### src/rtl/env_adsr.sv
// ADSR envelope generator: one envelope step per sample clock, 24-bit saturating
// accumulator whose top 16 bits drive a signed 17-bit oscillator volume input.
module env_adsr (
  input  logic        clk,
  input  logic        rst,
  input  logic        gate,
  input  logic [23:0] attack_rate,
  input  logic [23:0] decay_rate,
  input  logic [15:0] sustain_level,
  input  logic [23:0] release_rate,
  output logic [16:0] volume,
  output logic        active,
  output logic [2:0]  state
);

  typedef enum logic [2:0] {
    IDLE    = 3'd0,
    ATTACK  = 3'd1,
    DECAY   = 3'd2,
    SUSTAIN = 3'd3,
    RELEASE = 3'd4
  } state_t;

  localparam logic [23:0] FULL = 24'hFFFFFF;

  state_t      st;
  logic [23:0] acc;
  logic        gate_q;
  logic        rise;
  logic        fall;
  logic [23:0] target;

  function automatic logic attack_done(input logic [23:0] a, input logic [23:0] r);
    logic [24:0] sum;
    sum = {1'b0, a} + {1'b0, r};
    return (r == 24'd0) || (sum >= {1'b0, FULL});
  endfunction

  // 26-bit signed difference so an accumulator below the sustain target still lands on it
  function automatic logic decay_done(input logic [23:0] a, input logic [23:0] r,
                                      input logic [23:0] t);
    logic signed [25:0] diff;
    diff = $signed({2'b00, a}) - $signed({2'b00, r});
    return (r == 24'd0) || (diff <= $signed({2'b00, t}));
  endfunction

  function automatic logic release_done(input logic [23:0] a, input logic [23:0] r);
    return (r == 24'd0) || (a <= r);
  endfunction

  assign rise   = gate & ~gate_q;
  assign fall   = ~gate & gate_q;
  assign target = {sustain_level, 8'h00};

  always_ff @(posedge clk or posedge rst) begin
    if (rst) begin
      st     <= IDLE;
      acc    <= 24'd0;
      gate_q <= 1'b0;
    end else begin
      gate_q <= gate;
      if (rise) begin
        st <= ATTACK;
      end else if (fall && (st == ATTACK || st == DECAY || st == SUSTAIN)) begin
        st <= RELEASE;
      end else begin
        case (st)
          IDLE: acc <= 24'd0;
          ATTACK: begin
            if (attack_done(acc, attack_rate)) begin
              acc <= FULL;
              st  <= DECAY;
            end else begin
              acc <= acc + attack_rate;
            end
          end
          DECAY: begin
            if (decay_done(acc, decay_rate, target)) begin
              acc <= target;
              st  <= SUSTAIN;
            end else begin
              acc <= acc - decay_rate;
            end
          end
          SUSTAIN: acc <= target;
          RELEASE: begin
            if (release_done(acc, release_rate)) begin
              acc <= 24'd0;
              st  <= IDLE;
            end else begin
              acc <= acc - release_rate;
            end
          end
          default: begin
            acc <= 24'd0;
            st  <= IDLE;
          end
        endcase
      end
    end
  end

  assign volume = {1'b0, acc[23:8]};
  assign active = (st != IDLE);
  assign state  = st;

endmodule

### config.mk
export PLATFORM = sky130hd
export DESIGN_NAME = env_adsr
export DESIGN_NICKNAME = d
export VERILOG_FILES = /design/src/rtl/env_adsr.sv
export SDC_FILE = /design/constraint.sdc
export NUM_CORES = 1
export LEC_CHECK = 0
export ABC_AREA = 1
export BUFFER_PORTS_ARGS = -buffer_cell sky130_fd_sc_hd__buf_2
export CORE_MARGIN = 2
export CORE_UTILIZATION = 47
export CTS_CLUSTER_DIAMETER = 150
export DETAILED_ROUTE_END_ITERATION = 7
export PLACE_DENSITY = 0.74
export SETUP_SLACK_MARGIN = 0.05
export SLEW_MARGIN = 20
export SYNTH_ARGS = -nofsm -noshare
export SYNTH_HDL_FRONTEND = slang
export SYNTH_SLANG_ARGS = --single-unit
### constraint.sdc
create_clock -name clk -period 8.5 [get_ports clk]
set_input_delay 1.7 -clock clk [delete_from_list [all_inputs] [get_ports clk]]
set_output_delay 1.7 -clock clk [all_outputs]
set_load 0.02 [all_outputs]
==> flow_summary.ini <==
[sta]
min_period_over_period_pct = 64.2
finalWorstSetupSlack_ns = 3.04
slew_headroom_pct = 27.0
final_hold_viol_count = 0
tns_ns = 0
worst_pin_slew_ns = 1.09
fmax_ghz = 0.183
fin_skew_ns = 0.00256
rsz0062_at_grt = false
setup_viol = 0
finalWorstPathRequiredPeriod_ns = 5.46
report.final.slew_viol_count = 0

[layout]
fin_nets = 1601
final_common_cell = nand2_1
drive_gt1_share_pct = 10.6
instances_no_fill = 1633
syn_to_final_growth_pct = 9.02
antenna_cells = 0
fin_util_pct = 52.0
final_cell_mix = 436 x nand2_1, 220 x inv_1, 114 x nand3_1

[setup_path]
r2r_end = state[1]
start_kind = primary input
crit_arrival_ns = 5.62
critPathMostFrequentCell = nand2_1
worstSetupPathType = in2reg
max_stage_delay_ns = 0.47
r2r_cells = 30
crit_fanout = 18
r2r_start = acc[0]
required_ns = 8.66
crit_slowest_cell = nand2_1
end_kind = flip-flop
r2r_slack_ns = 4.07

[routing]
drtPass1Iterations = 6
wl_per_cell_um = 15.0
drt_wl_total_mm = 24.5
drc_errors = 0
drt_iter0_markers = 696
num_vias = 8854
via_per_inst = 5.42
ant_nets = 0

[power_and_ir_drop]
power_density_nw_per_um2 = 291
p_leak_nw = 4.85
irDropWorstVdd_mv = 0.110

[placed_design]
place_ws_ns = 2.82
io_buffer_count = 110
hpwl_mm = 21.2
dp_cells = 1630
gp_congestion = 1.00

[synthesis]
synth-async-reset-ratio_pct = 100
yosys.cell_types.count = 47
syn_nets = 1517
synth-warning-count = 0
ys_seq_area_share_pct = 9.36
avgSynthCellArea_um2 = 5.61
ys.flop_type = dfrtp_1
ys_seq_elements = 28
synthesis.instances = 1335
synth_edf_count = 0
syn_area_um2 = 7490

[cts]
h-tree-depth = 1
cts-buffers-inserted = 3
post_cts.repair.setup_buffers = 0
root_buffer = clkbuf_16
clk_latency_ns = 0.27
clk_pin_slew_ns = 0.07
cts_buffer_depth = 2
cts_tree = done
cts.sinks = 28
postCtsHoldBufs = 0
postCtsResizedCells = 0

[floorplan]
pin_count = 112
dieHeight_um = 130
coreArea_um2 = 15700
die_x_um = 130
rows = 46
die_area_um2 = 17000
start_util_pct = 47.7

[grt]
gr-total-overflow = 0
track_usage_pct = 28.8
grt_start_max_net_pins = 30
grt_pass1_wl_mm = 38.5
grt_pass1_vias = 8047
antenna_found_initial = 0

[worst_hold_path]
hold_class = reg2reg
hold_start = gate_q
hold_path_depth = 2
hold_end = state[2]

[flow_run]
maxCapViolCount = 0

[status]
status = finished, final reports clean
registers in the layout (all words and copies together), names as in the netlist:
register	count
acc	24
gate_q	1
state	3
cells in the mapped netlist, drive strengths merged (2+ instances only):
cell type,n,share of area [%]
nand2,444,23
inv,226,11
nand3,118,8.3
nor2,99,5.1
ha,88,15
a21oi,77,5.2
o21ai,42,3.0
nand4,38,3.3
buf,30,3.1
dfrtp,28,9.4
nor3,22,1.6
xor2,20,2.3
nor4,18,1.5
nand3b,14,1.4
xnor2,12,1.4
o21bai,9,0.90
a22oi,8,0.80
o21a,7,0.70
a21o,6,0.60
or2,5,0.42
clkbuf,4,0.25
a211oi,3,0.30
a31oi,3,0.25
fa,3,0.80
nand2b,2,0.17
o22ai,2,0.17
final cells by class:
cell class | count | area, um2
well taps | 216 | 270
clock buffers | 3 | 75.1
flip-flops and latches | 28 | 701
fillers | 1715 | 7550
multi-input cells | 1046 | 5690
repair buffers | 113 | 573
inverters | 227 | 852
how the worst max path moves through the flow:
stage | endpoint | cells after the start | from
3_5_place_dp | state[0] | 31 | decay_rate[0]
4_1_cts | state[0] | 31 | decay_rate[0]
3_3_place_gp | acc[3] | 31 | decay_rate[0]
6_report | state[1] | 31 | decay_rate[0]
5_1_grt | acc[3] | 28 | decay_rate[2]
2_1_floorplan | acc[16] | 30 | decay_rate[0]
critical path: cells and delay by family:
| kind | cells | cell delay, ns |
|---|---|---|
| buf+inv | 4 | 0.30 |
| simple gates | 23 | 2.70 |
| fa+ha+maj | 3 | 0.72 |
| compound gates | 1 | 0.20 |
per-layer routing:
layer	vias to the layer above	GRT usage [%]	share of wire (%)	routed length, um
met1	3934	38.8	45	11000
li1	4505	-	-	-
met4	0	10.9	3.7	907
met2	366	48.5	45	11000
met3	49	1.52	6.8	1670
met5	-	0	0	0
cells by family after synthesis:
| family | after synthesis | synth area share (%) |
|---|---|---|
| AO/OA/AOI/OAI | 161 | 12.3 |
| flip-flops | 28 | 9.36 |
| buffers and inverters | 261 | 14.7 |
| other | 1 | 0.0501 |
| adder cells (fa/ha/maj) | 91 | 15.5 |
| AND/OR/NAND/NOR | 761 | 44.4 |
| XOR/XNOR | 32 | 3.74 |
power by group:
part	internal, mW	total (mW)	switching (mW)
sequential	0.181	0.293	0.111
clock	0.0626	0.108	0.0450
combinational	0.676	1.97	1.30
per-stage QoR:
step / hold slack, ns / total power [mW] / area (um2)
5_1_grt: 0.646 / 2.64 / 8160
6_report: 0.573 / 2.37 / 8160
2_1_floorplan: 0.503 / 1.76 / 7490
3_5_place_dp: 0.544 / 2.22 / 8090
3_3_place_gp: 0.525 / 2.20 / 8090
4_1_cts: 0.559 / 2.34 / 8160
(Power assumes the default switching activity.)
